<file path="config.mk">
export PLATFORM = sky130hd
export DESIGN_NAME = stop_it_multi_flat
export DESIGN_NICKNAME = d
export VERILOG_FILES = /design/src/rtl/stop_it_multi_if.sv /design/src/rtl/stop_it_multi.sv /design/src/flat_wrapper.sv
export SDC_FILE = /design/constraint.sdc
export NUM_CORES = 1
export LEC_CHECK = 0
export BUFFER_PORTS_ARGS = -buffer_cell sky130_fd_sc_hd__buf_2
export CORE_ASPECT_RATIO = 1.1
export CORE_MARGIN = 2
export CORE_UTILIZATION = 57
export DETAILED_ROUTE_END_ITERATION = 12
export MAX_ROUTING_LAYER = met4
export PLACE_DENSITY = 0.8
export SLEW_MARGIN = 20
export SYNTH_ARGS = -nofsm -noshare
export SYNTH_HDL_FRONTEND = slang
export SYNTH_SLANG_ARGS = --single-unit
</file>
<file path="constraint.sdc">
create_clock -name clk_i -period 3.1 [get_ports clk_i]
set_input_delay 0.62 -clock clk_i [delete_from_list [all_inputs] [get_ports clk_i]]
set_output_delay 0.62 -clock clk_i [all_outputs]
set_load 0.05 [all_outputs]
</file>
<file path="src/rtl/stop_it_multi_if.sv">
// stop_it_multi_if: game controller buttons/switches in, score/count/target display out.
interface stop_it_multi_if #(
  parameter int CNT_W = 5,
  parameter int NUM_LEDS = 16
);
  logic go, stop, load;
  logic [1:0] speed;
  logic [NUM_LEDS-1:0] switches, leds;
  logic [CNT_W-1:0] count, target;
  logic count_en, target_en, won;
  logic [2:0] state;
  modport master(output go, stop, load, speed, switches,
                 input leds, count, count_en, target, target_en, state, won);
  modport slave(input go, stop, load, speed, switches,
                output leds, count, count_en, target, target_en, state, won);
endinterface

</file>
<file path="src/rtl/stop_it_multi.sv">
// stop_it_multi: parametrised stop-it game controller; define STOP_IT_LIVES_EN so a wrong stop
// costs one score LED.
module stop_it_multi #(
  parameter int CNT_W = 5,
  parameter int NUM_LEDS = 16,
  parameter int START_TICKS = 8,
  parameter int FLASH_TICKS = 16,
  parameter logic [15:0] LFSR_SEED = 16'hACE1
) (
  input logic clk_i,
  input logic rst_i,
  stop_it_multi_if.slave bus
);
  typedef enum logic [2:0] {IDLE, START, RUN, WRONG, CORRECT, WON} state_t;
  localparam logic [15:0] START_LAST = 16'(START_TICKS - 1);
  localparam logic [15:0] FLASH_LAST = 16'(FLASH_TICKS - 1);
  state_t state, nx;
  logic [15:0] tick, lfsr;
  logic [1:0] pcnt, speed;
  logic [CNT_W-1:0] count, target;
  logic [NUM_LEDS-1:0] score, score_nx, shifted;
  logic last, dec;
  assign shifted = {score[NUM_LEDS-2:0], 1'b1};
  assign last = tick == FLASH_LAST;
  // a stop in the same cycle as a due decrement wins, so the judged value stays on display
  assign dec = state == RUN && !bus.stop && pcnt == speed;
  always_comb begin
    nx = state;
    score_nx = score;
    case (state)
      IDLE: begin
        if (bus.load) score_nx = bus.switches;
        if (bus.go) nx = START;
      end
      START: if (tick == START_LAST) nx = RUN;
      RUN: if (bus.stop) nx = count == target ? CORRECT : WRONG;
      WRONG: if (last) begin
        nx = IDLE;
`ifdef STOP_IT_LIVES_EN
        score_nx = score >> 1;
`else
        score_nx = score;
`endif
      end
      CORRECT: if (last) begin
        nx = &shifted ? WON : IDLE;
        score_nx = shifted;
      end
      WON: if (bus.go) begin
        nx = IDLE;
        score_nx = '0;
      end
      default: nx = IDLE;
    endcase
  end
  always_ff @(posedge clk_i or posedge rst_i)
    if (rst_i) begin
      state <= IDLE;
      tick <= '0;
      lfsr <= LFSR_SEED;
      pcnt <= '0;
      speed <= '0;
      count <= '1;
      target <= '0;
      score <= '0;
    end else begin
      state <= nx;
      score <= score_nx;
      tick <= nx != state ? '0 : tick + 16'd1;
      pcnt <= (nx != state || dec) ? '0 : pcnt + 2'd1;
      count <= nx == IDLE ? '1 : dec ? count - 1'b1 : count;
      if (state == IDLE) lfsr <= {1'b0, lfsr[15:1]} ^ (lfsr[0] ? 16'hB400 : 16'h0000);
      if (state == IDLE && bus.go) begin
        target <= lfsr[CNT_W-1:0];
        speed <= bus.speed;
      end
    end
  assign bus.state = state;
  assign bus.won = state == WON;
  assign bus.leds = state == WON ? {NUM_LEDS{~tick[0]}} : score;
  assign bus.count = count;
  assign bus.target = target;
  assign bus.count_en = (state == WRONG || state == CORRECT) ? ~tick[0] : 1'b1;
  assign bus.target_en = state == IDLE ? 1'b0 : state == WRONG ? tick[0] :
                         state == CORRECT ? ~tick[0] : 1'b1;
endmodule

</file>
<file path="src/flat_wrapper.sv">
// flat-port wrapper written by rule: the top's interface ports become plain ports
module stop_it_multi_flat 
#(
  parameter int CNT_W = 5,
  parameter int NUM_LEDS = 16,
  parameter int START_TICKS = 8,
  parameter int FLASH_TICKS = 16,
  parameter logic [15:0] LFSR_SEED = 16'hACE1
)
  (clk_i, rst_i, bus_go, bus_stop, bus_load, bus_speed, bus_switches, bus_leds, bus_count, bus_count_en, bus_target, bus_target_en, bus_state, bus_won);
  stop_it_multi_if #(.CNT_W(CNT_W), .NUM_LEDS(NUM_LEDS)) bus_i ();
  input logic clk_i;
  input logic rst_i;
  input wire logic [$bits(bus_i.go)-1:0] bus_go;
  input wire logic [$bits(bus_i.stop)-1:0] bus_stop;
  input wire logic [$bits(bus_i.load)-1:0] bus_load;
  input wire logic [$bits(bus_i.speed)-1:0] bus_speed;
  input wire logic [$bits(bus_i.switches)-1:0] bus_switches;
  output wire logic [$bits(bus_i.leds)-1:0] bus_leds;
  output wire logic [$bits(bus_i.count)-1:0] bus_count;
  output wire logic [$bits(bus_i.count_en)-1:0] bus_count_en;
  output wire logic [$bits(bus_i.target)-1:0] bus_target;
  output wire logic [$bits(bus_i.target_en)-1:0] bus_target_en;
  output wire logic [$bits(bus_i.state)-1:0] bus_state;
  output wire logic [$bits(bus_i.won)-1:0] bus_won;
  assign bus_i.go = bus_go;
  assign bus_i.stop = bus_stop;
  assign bus_i.load = bus_load;
  assign bus_i.speed = bus_speed;
  assign bus_i.switches = bus_switches;
  assign bus_leds = bus_i.leds;
  assign bus_count = bus_i.count;
  assign bus_count_en = bus_i.count_en;
  assign bus_target = bus_i.target;
  assign bus_target_en = bus_i.target_en;
  assign bus_state = bus_i.state;
  assign bus_won = bus_i.won;
  stop_it_multi #(.CNT_W(CNT_W), .NUM_LEDS(NUM_LEDS), .START_TICKS(START_TICKS), .FLASH_TICKS(FLASH_TICKS), .LFSR_SEED(LFSR_SEED)) u_core (.clk_i(clk_i), .rst_i(rst_i), .bus(bus_i));
endmodule
</file>
==> results by group, run 1 <==
Detailed routing
  – Via count: approximately 2.7k
  – Final WL: 7433 um
  – Via density per instance: around 5.7
  – DR pass1 iterations: 4
  – Wire per inst: 15.45 um
  – Final ANT Viol Nets: 0
  – Initial DRC count: between 150 and 200
  – DRC: 0

Global route
  – Gr busiest metal: met2
  – First-pass GRT wire length: 12170 um
  – Overflow after GRT: 0
  – Vias in the first global route: roughly 2.6k
  – Met3 Use GR: under 10%
  – All-Layer GR Usage: 23.89%
  – Largest net degree at the start of global routing: 40
  – Met2 Use GR: a little over a third
  – Initial antenna violation count: 0
  – Met1 Use GR: 32.36%

Layout
  – FF+latch area: 1643 um^2
  – Util after Layout: 69.20%
  – Ratio of cells with drive above 1 in the final layout: 31.68%
  – Antenna Cells: 0
  – Fillers: 478
  – Multi-input logic area: 1705 um^2
  – Nets: 424
  – Area Growth Syn to Fin: 15.97%

Synthesis
  – Predominant post-synthesis flop cell: dfrtp_1
  – #FFs+latches synth: 65
  – Top cells by area, synth: dfrtp_1 (37%), dfstp_2 (9.8%), mux2_2 (6.5%), xnor2_1 (4.5%), nand2_1 (3.9%)
  – Post-Synth XOR/XNOR Area: 7.286%
  – Ys async rst share: 100.0%
  – Number of flops mapped to enable cells by yosys: 0
  – Simple-Gate Fraction of Synth Area: 21.90%
  – Distinct cell type count after synthesis: 43
  – Synth Area in Compound Gates: 12.13%
  – Synth warn: 0
  – Post-synthesis mux area share: roughly 6.7%
  – Synth top area share: between 30% and 40%
  – Seq/Total Area, Yosys: a little under half
  – Mean post-synth cell area: a little over 10 um^2
  – Syn Inst Count: 345
  – Synth Area in Adders: 0.7179%
  – Synthesized Nets: 370
  – Largest family of logic cells by synthesized area: simple AND/OR/NAND/NOR gates
  – Synth area leader: dfrtp_1
  – Post-Syn Area: 3486 um^2

Worst setup path
  – Crit path capture type: register
  – Crit path arrival time: 2.97 ns
  – Reg-to-Reg End: u_core.pcnt[1]
  – Data required, critical path: 3.27 ns
  – Max incr delay on CP: 0.74 ns
  – Critical-path cell list: xor2_1 -> nor2_1 -> a2111oi_0 -> or4b_1 -> o21a_1 -> nor3_1
  – Slowest-stage cell, CP: a2111oi_0
  – RR Startpoint: u_core.bus.count[1]
  – Critical path peak fanout: 18
  – CP Class: reg -> reg
  – Reg2reg setup slack: 0.30 ns
  – Critical Path Start Type: register
  – Reg2Reg Depth: 6

Clock network
  – Post-CTS setup buffers: 0
  – Clk buf depth: 2
  – Root buf cell: clkbuf_8
  – Htree depth: 3
  – TritonCTS Buffers: 9
  – CTS tree: built
  – Post-CTS Resized: 0
  – Clk slew on worst S/H paths: 0.07 ns
  – Skew-Pair Late Insertion Delay: 0.34 ns
  – Hold Buf Count CTS: 0
  – Sinks on Clock Net: 65

Timing
  – Min Tclk post-route: around 2.8 ns
  – Setup tns final: 0 ns
  – Unrepaired setup endpoints after global routing: false
  – Layout Skew: between 0.01 and 0.015 ns
  – Slew Limit Fails: 0
  – Peak Freq: 357.2 MHz
  – Fin Hold WS: 0.3555 ns
  – Max_slew headroom: between 40 and 50%
  – Slew @ Worst Pin: 0.8687 ns
  – Hold Fails Final Rpt: 0
  – Final Cycle Share: 90.32%
  – Setup violators final: 0

Place
  – Placed wire-length estimate: 5108 um
  – Placer Congestion: 0.8618
  – Port Buf Inserts: 54

Pwr
  – PD cells: 962.1 nW/um^2
  – Max IR drop VDD: between 500 and 600 uV
  – Leakage: ~1.8 nW
  – Design Power: 3.889 mW

Floorplanning
  – DIE WIDTH: 78.56 um
  – Starting Density: 59.67%
  – Io pins: 55
  – Num rows: 29
  – Core Region: 5842 um^2
  – Die ar.: between 6000 and 7000 um^2
  – Die Ht: 86.02 um

Min path
  – Hold WC Path Type: in -> async

Outcome
  – Status: completed

Job
  – MaxCap Viol Count: 0
[cell usage after synthesis (3+ instances only)]
cell type / instances
nor3b_1: 15
nor3_2: 10
nand2b_1: 3
clkbuf_1: 17
a21oi_1: 22
mux2_2: 20
o21a_1: 16
and3_1: 4
nand3_1: 6
nor4_4: 3
nand2_1: 36
nor2_1: 15
xor2_1: 11
nor3_1: 14
dfrtp_1: 52
xnor2_1: 18
inv_1: 11
dfstp_2: 13
nor4_1: 4
nand4_1: 10
o21ai_0: 20
[state kept, by name, indices dropped and copies added, names as in the netlist]
| register | count |
|---|---|
| u_core.lfsr | 16 |
| u_core.score | 16 |
| u_core.tick | 16 |
| u_core.bus.count | 5 |
| u_core.bus.target | 5 |
| u_core.bus.state | 3 |
| u_core.pcnt | 2 |
| u_core.speed | 2 |
[final cells by class]
type | instances | area share, %
clock buffer | 13 | 3.931
tap | 77 | 2.383
inverter | 11 | 1.021
clock inverter | 3 | 0.9904
multi-input combinational | 248 | 42.19
sequential | 65 | 40.64
timing repair buffer | 64 | 8.852
[power breakdown]
group	internal, mW	switching, mW	total (mW)
Clock	0.414	0.309	0.722
Combinational	0.591	1.16	1.75
Sequential	1.17	0.248	1.42
[how the worst max path moves through the flow]
stage                        start             end  slack [ns]
3_3_place_gp   u_core.bus.count[2]  u_core.tick[3]        0.46
3_5_place_dp        u_core.tick[1]  u_core.tick[3]        0.34
6_report       u_core.bus.count[1]  u_core.pcnt[1]        0.30
5_1_grt        u_core.bus.count[1]  u_core.tick[6]        0.09
2_1_floorplan  u_core.bus.state[1]    bus_leds[15]        0.07
4_1_cts        u_core.bus.count[1]  u_core.tick[6]        0.28
[worst max-delay path, delay by kind of cell (launching register included)]
kind            cells  cell delay, ns
compound gates      2            1.44
flops               1            0.58
simple gates        3            0.44
xor+xnor            1            0.18
[placed cells by master, fill, tap and decap left out, drive strengths merged, types with 15 or more instances in the layout]
master  instances
a21oi          22
nand2          36
mux2           20
nor2           15
o21a           16
dfrtp          52
nor3           24
buf            64
o21ai          20
nor3b          15
xnor2          18
[metal layers]
metal	part of all wire [%]	wire [um]
met1	45	3331
met2	47	3497
met3	6.5	481
met4	1.7	123
met5	0	0
[metrics by stage]
step	area [um^2]	worst slack, ns	cells
finish	4043	0.3002	481
global route	4043	0.09286	481
CTS	4043	0.2849	481
detailed placement	3844	0.3372	465
global placement	3844	0.4594	465
floorplan	3487	0.06720	345
[logic make-up (layout without fill, tap and decap cells)]
logic type	count (synthesis)	in the layout
flops	65	65
buf+inv	32	91
xor+xnor	29	29
simple gates	127	127
mux	21	21
fa+ha+maj	2	2
compound gates	69	69
No activity file was read; power rests on OpenSTA's default activity.
==> run 2: changes to the inputs <==
- ABC_AREA: not set -> 1
- CORE_UTILIZATION: 57 -> 56
- GPL_ROUTABILITY_DRIVEN: not set -> 0
- PLACE_DENSITY: 0.8 -> 0.88
==> run 2 against run 1 <==
Compared with the run above:
- count of clock-buffer cells in the layout decreased by 3
- final area is 2.3% lower
- worst setup slack lost 0.095 ns
- combinational power decreased by 15%
- largest power group unchanged
- die area shrank 0.81%
- via count rose by 10%
==> results by group, run 2 <==
Synthesis
  – Predominant post-synthesis flop cell: dfrtp_1
  – Synth top area share: 38.32%
  – Mean post-synth cell area: about 7.7 um^2
  – Most frequent cell after synthesis: nand2_1
  – Synth warn: 0
  – #FFs+latches synth: 65
  – Distinct cell type count after synthesis: 31
  – Synth cell count leaders: nand2_1 (94), nor2_1 (56), o21ai_0 (54)
  – Post-Syn Area: roughly 3400 um^2
  – Synthesized Nets: 464
  – Number of flops mapped to enable cells by yosys: 0
  – Syn Inst Count: 439
  – Seq/Total Area, Yosys: 48.38%
  – Synth area leader: dfrtp_1
  – Top cells by area, synth: dfrtp_1 (38%), nand2_1 (10%), dfstp_2 (10%), o21ai_0 (8.0%), nor2_1 (6.2%)
  – Ys async rst share: 100.0%

Worst setup path
  – Slowest-stage cell, CP: dfrtp_1
  – Critical-path cell list: inv_2 -> nand3_1 -> inv_1 -> nand2_2 -> o21ai_0 -> buf_2
  – Crit path capture type: output port
  – Critical path peak fanout: 18
  – CP Class: reg -> out
  – Max incr delay on CP: 0.52 ns
  – Crit path arrival time: ~2.3 ns
  – Data required, critical path: 2.48 ns
  – Critical Path Start Type: register

Timing
  – Peak Freq: 345.5 MHz
  – Unrepaired setup endpoints after global routing: false
  – Max_slew headroom: 47.56%
  – Min Tclk post-route: 2.894 ns
  – Layout Skew: around 0.01 ns
  – Final Cycle Share: 93.37%
  – Slew @ Worst Pin: 0.7866 ns
  – Worst Slack Setup Final: 0.2057 ns
  – Setup violators final: 0
  – Slew Limit Fails: 0
  – Hold Fails Final Rpt: 0

Pwr
  – PD cells: 854.4 nW/um^2
  – Max IR drop VDD: 495.8 uV
  – Leakage: 2.018 nW
  – Design Power: 3.376 mW

Global route
  – Met3 Use GR: 4.737%
  – Met1 Use GR: 28.57%
  – All-Layer GR Usage: 24.74%
  – Vias in the first global route: 2935
  – Initial antenna violation count: 0
  – Largest net degree at the start of global routing: 66
  – Met2 Use GR: 41.85%
  – Gr busiest metal: met2
  – Overflow after GRT: 0
  – First-pass GRT wire length: 12650 um

Detailed routing
  – Wire per inst: 12.75 um
  – Via density per instance: 5.234
  – DR pass1 iterations: 4
  – DRC: 0
  – Initial DRC count: approximately 220
  – Final ANT Viol Nets: 0
  – Via count: 3020
  – Final WL: ~7400 um

Layout
  – Final instance area: 3951 um^2
  – Fillers: around 470
  – Most frequent cells in the layout: nand2_1 (93), nor2_1 (56), o21ai_0 (54), buf_2 (54), dfrtp_1 (52)
  – Util after Layout: 68.06%
  – Commonest non-fill, non-tap cell in the layout: nand2_1
  – Final Non-Filler Cells: between 500 and 600
  – Nets: 520
  – Antenna Cells: 0
  – Area Growth Syn to Fin: 16.36%
  – Largest registers: u_core.lfsr (16), u_core.score (16), u_core.tick (16)
  – Ratio of cells with drive above 1 in the final layout: 23.00%

Clock network
  – Root buf cell: clkbuf_8
  – Sinks on Clock Net: 65
  – CTS tree: built
  – TritonCTS Buffers: 9
  – Hold Buf Count CTS: 0
  – Htree depth: 3
  – Clk buf depth: 2
  – Clk slew on worst S/H paths: 0.08 ns
  – Skew-Pair Late Insertion Delay: 0.35 ns

Place
  – Cell Area, Placed: 3741 um^2
  – Placed wire-length estimate: 5130 um
  – Placed Cells: around 560
  – Place WS: 0.5155 ns
  – Port Buf Inserts: 54

Min path
  – Hold WC Path Type: reg -> reg

Floorplanning
  – Num rows: 29
  – Io pins: 55
  – Starting Density: 58.49%
  – DIE WIDTH: 78.25 um
  – Die Ht: roughly 86 um
  – Core Region: ~5800 um^2
  – Die ar.: 6703 um^2

Job
  – MaxCap Viol Count: 0

Outcome
  – Status: completed
-- run 2: critical path, delay by kind of cell, from the launching register on --
family | cells | cell delay (ns)
buffers and inverters | 3 | 0.84
DFF | 1 | 0.52
and+or+nand+nor | 2 | 0.38
AOI/OAI and AO/OA | 1 | 0.17
-- run 2: report_power, final --
group | switching [mW] | internal (mW)
Combinational | 1.11 | 0.367
Sequential | 0.124 | 1.02
Clock | 0.355 | 0.403
Total | 1.59 | 1.79
-- run 2: metal layers --
metal | routed length [um] | up-vias | part of all wire (%)
met4 | 187 | 0 | 2.5
met1 | 3255 | 1418 | 44
met3 | 340 | 19 | 4.6
li1 | - | 1505 | -
met5 | 0 | - | 0
met2 | 3572 | 78 | 49
-- run 2: repair_timing --
action / CTS / global route
setup endpoints to repair: 0 / 7
resized for setup: 0 / 1
setup buffers: 0 / 0
-- run 2: final timing paths --
kind,start,endpoint,slack (ns),depth (start not counted)
min reg2reg,u_core.lfsr[7],u_core.lfsr[6],0.47,2
max,u_core.bus.state[1],bus_leds[11],0.21,6
max in group asynchronous,rst_i,u_core.tick[4],2.09,3
min,u_core.lfsr[7],u_core.lfsr[6],0.47,2
max reg2reg,u_core.bus.state[1],u_core.tick[14],0.73,11
min in group asynchronous,rst_i,u_core.lfsr[9],0.50,3
-- run 2: cell families after synthesis --
family                   count (synthesis)  share of synthesized area [%]
buffers and inverters                   68                          7.996
adder cells (fa/ha/maj)                  2                         0.7368
AND/OR/NAND/NOR                        211                          26.97
flip-flops                              65                          48.38
XOR/XNOR                                17                          4.385
AO/OA/AOI/OAI                           76                          11.53
-- run 2: metrics by stage --
step	setup TNS [ns]	hold slack (ns)
final	0	0.4677
after global routing	0	0.4965
after CTS	0	0.4672
after detailed placement	0	0.4593
after global placement	0	0.4508
after floorplan	-2.114	0.4422
-- run 2: layout make-up --
cell class	count	area, um^2	share of cell area, %
repair buffers	59	311.5	7.885
clock buffers	10	137.6	3.483
inverters	54	202.7	5.130
flip-flops and latches	65	1643	41.58
multi-input cells	306	1490	37.71
well taps	77	96.34	2.438
clock inverters	6	70.07	1.773
==> run 3: changes to the inputs <==
==> constraint.sdc (replaced) <==
create_clock -name clk_i -period 3.1 [get_ports clk_i]
set_input_delay 0 -clock clk_i [delete_from_list [all_inputs] [get_ports clk_i]]
set_output_delay 0 -clock clk_i [all_outputs]
set_load 0.05 [all_outputs]
==> run 3 against run 2 <==
Compared with the run above:
- clock power is 0.5% higher
- worst setup slack better by 0.18 ns
- critical path depth is the same
- sequential share of layout area decreased by 0.11 points
- wire length grew 1.8%
- clock skew rose by 0.0032 ns
- critical path type unchanged
==> results by group, run 3 (synthesis gave the netlist of run 2 again) <==
Place
  – Placed wire-length estimate: 5438 um
  – Port Buf Inserts: 54

Detailed routing
  – DR pass1 iterations: 4
  – Final WL: 7487 um
  – Met2 WL post-DR: 3767 um
  – DRC: 0
  – Routed wire length on met3: 355 um
  – Via count: 3037
  – Via density per instance: between 5 and 6
  – Initial DRC count: ~230
  – M1 WL: approximately 3200 um
  – Top Metal Used: met4
  – Final ANT Viol Nets: 0
  – Wire per inst: 12.95 um

Timing
  – Min Tclk post-route: 2.715 ns
  – Slew @ Worst Pin: between 0.6 and 0.7 ns
  – Layout Skew: 0.01315 ns
  – Slew Limit Fails: 0
  – Hold Fails Final Rpt: 0
  – Peak Freq: 368.3 MHz
  – Unrepaired setup endpoints after global routing: false
  – Final Cycle Share: 87.58%
  – Setup violators final: 0
  – Max_slew headroom: 58.00%
  – Setup tns final: 0 ns

Pwr
  – P_sw: 1.540 mW
  – Reg power frac: 33.8%
  – Internal: 1.829 mW
  – PD cells: 850.4 nW/um^2
  – Max IR drop VDD: 513.3 uV
  – Switching Fraction: a little under half
  – Combinational share of power: 43.6%
  – Leakage: 2.020 nW
  – Clk pwr share: 22.6%

Worst setup path
  – Crit path capture type: output port
  – Critical path peak fanout: 18
  – Max incr delay on CP: 0.53 ns
  – Slowest-stage cell, CP: inv_1
  – Worst path top cell family by delay: buffers and inverters
  – Critical Path Start Type: register
  – Reg2Reg Depth: 11
  – Reg2reg setup slack: 0.83 ns
  – CP Class: reg -> out
  – Reg-to-Reg End: u_core.tick[14]
  – Critical path buffer and inverter count: 3
  – Crit path arrival time: 2.72 ns
  – Data required, critical path: around 3.1 ns
  – Critical-path cell list: inv_2 -> nand3_1 -> inv_1 -> nand2_1 -> o21ai_0 -> buf_2
  – RR Startpoint: u_core.bus.state[1]

Layout
  – Largest registers: u_core.lfsr (16), u_core.score (16), u_core.tick (16)
  – Util after Layout: 68.23%
  – Commonest non-fill, non-tap cell in the layout: nand2_1
  – Most frequent cells in the layout: nand2_1 (94), nor2_1 (56), o21ai_0 (54), buf_2 (54), dfrtp_1 (52)
  – Antenna Cells: 0
  – Nets: 522
  – Area Growth Syn to Fin: 16.65%
  – Ratio of cells with drive above 1 in the final layout: 21.96%

Clock network
  – Clk slew on worst S/H paths: 0.07 ns
  – CTS tree: built
  – Clk buf depth: 2
  – Sinks on Clock Net: between 60 and 70
  – Skew-Pair Late Insertion Delay: 0.34 ns
  – Root buf cell: clkbuf_8
  – Htree depth: 3
  – TritonCTS Buffers: 9

Floorplanning
  – Die Ht: 85.67 um
  – Io pins: 55
  – Die ar.: 6703 um^2
  – Starting Density: 58.49%
  – Core Region: 5806 um^2
  – DIE WIDTH: slightly below 80 um
  – Num rows: 29

Global route
  – Overflow after GRT: 0
  – First-pass GRT wire length: between 10000 and 15000 um
  – Largest net degree at the start of global routing: 36
  – Vias in the first global route: 2805
  – All-Layer GR Usage: 24.78%
  – Initial antenna violation count: 0

Job
  – MaxCap Viol Count: 0

Outcome
  – Status: completed

Min path
  – Hold Crit Depth: 5
  – Hold_sp: bus_switches[6]
  – Hold WC Path Type: in -> reg
  – Worst min-delay path endpoint: u_core.score[6]
[run 3: metal layers]
layer  GRT usage (%)  up-vias
met5               -        -
met4           11.00        0
met3           6.000       14
met2           39.97       76
met1           29.74     1435
li1                -     1512
[run 3: worst max-delay path by stage]
| stage | startpoint | end | slack [ns] | cells after the start |
|---|---|---|---|---|
| after floorplan | u_core.bus.state[1] | bus_leds[10] | 0.39 | 6 |
| after global routing | u_core.bus.state[1] | bus_leds[6] | 0.07 | 6 |
| after detailed placement | u_core.bus.state[1] | bus_leds[12] | 0.79 | 6 |
| after CTS | u_core.bus.state[1] | bus_leds[12] | 0.41 | 6 |
| after global placement | u_core.bus.state[1] | bus_leds[0] | 0.96 | 6 |
| final | u_core.bus.state[1] | bus_leds[0] | 0.38 | 6 |
[run 3: metrics by stage]
stage               cells  power (mW)  cell area [um^2]  hold WS, ns  setup WS (ns)
floorplan             439       2.315              3396       0.1166         0.3851
global placement      560       2.582              3730       0.1038         0.9628
detailed placement    560       2.622              3730       0.1228         0.7920
CTS                   578       3.392              3961      0.04569         0.4146
global route          578       3.582              3961      0.08156        0.07136
finish                578       3.369              3961      0.05885         0.3849
[run 3: area by class of cell]
type	count	area, um^2
clock buffer	11	131.4
clock inverter	4	70.07
fill	489	1844
inverter	54	202.7
multi-input combinational	306	1488
sequential	65	1643
tap	77	96.34
timing repair buffer	61	330.3
[run 3: power groups by stage]
stage | clock, mW | sequential, mW | combinational [mW]
after CTS | 0.776 | 1.14 | 1.48
after floorplan | 0 | 1.17 | 1.15
after detailed placement | 0 | 1.15 | 1.47
final | 0.762 | 1.14 | 1.47
after global routing | 0.818 | 1.16 | 1.60
after global placement | 0 | 1.14 | 1.44
[run 3: timing repair]
action / in CTS / in global routing
buffers inserted: 0 / 0
endpoints found under the hold margin: 29 / 0
resized for setup: 0 / 0
hold buffers: 3 / 0
[run 3: worst min-delay path, stage by stage]
cell	delay, ns
buf_2	0.08
nand3_1	0.06
o21ai_0	0.07
nor2_1	0.05
a21oi_1	0.10
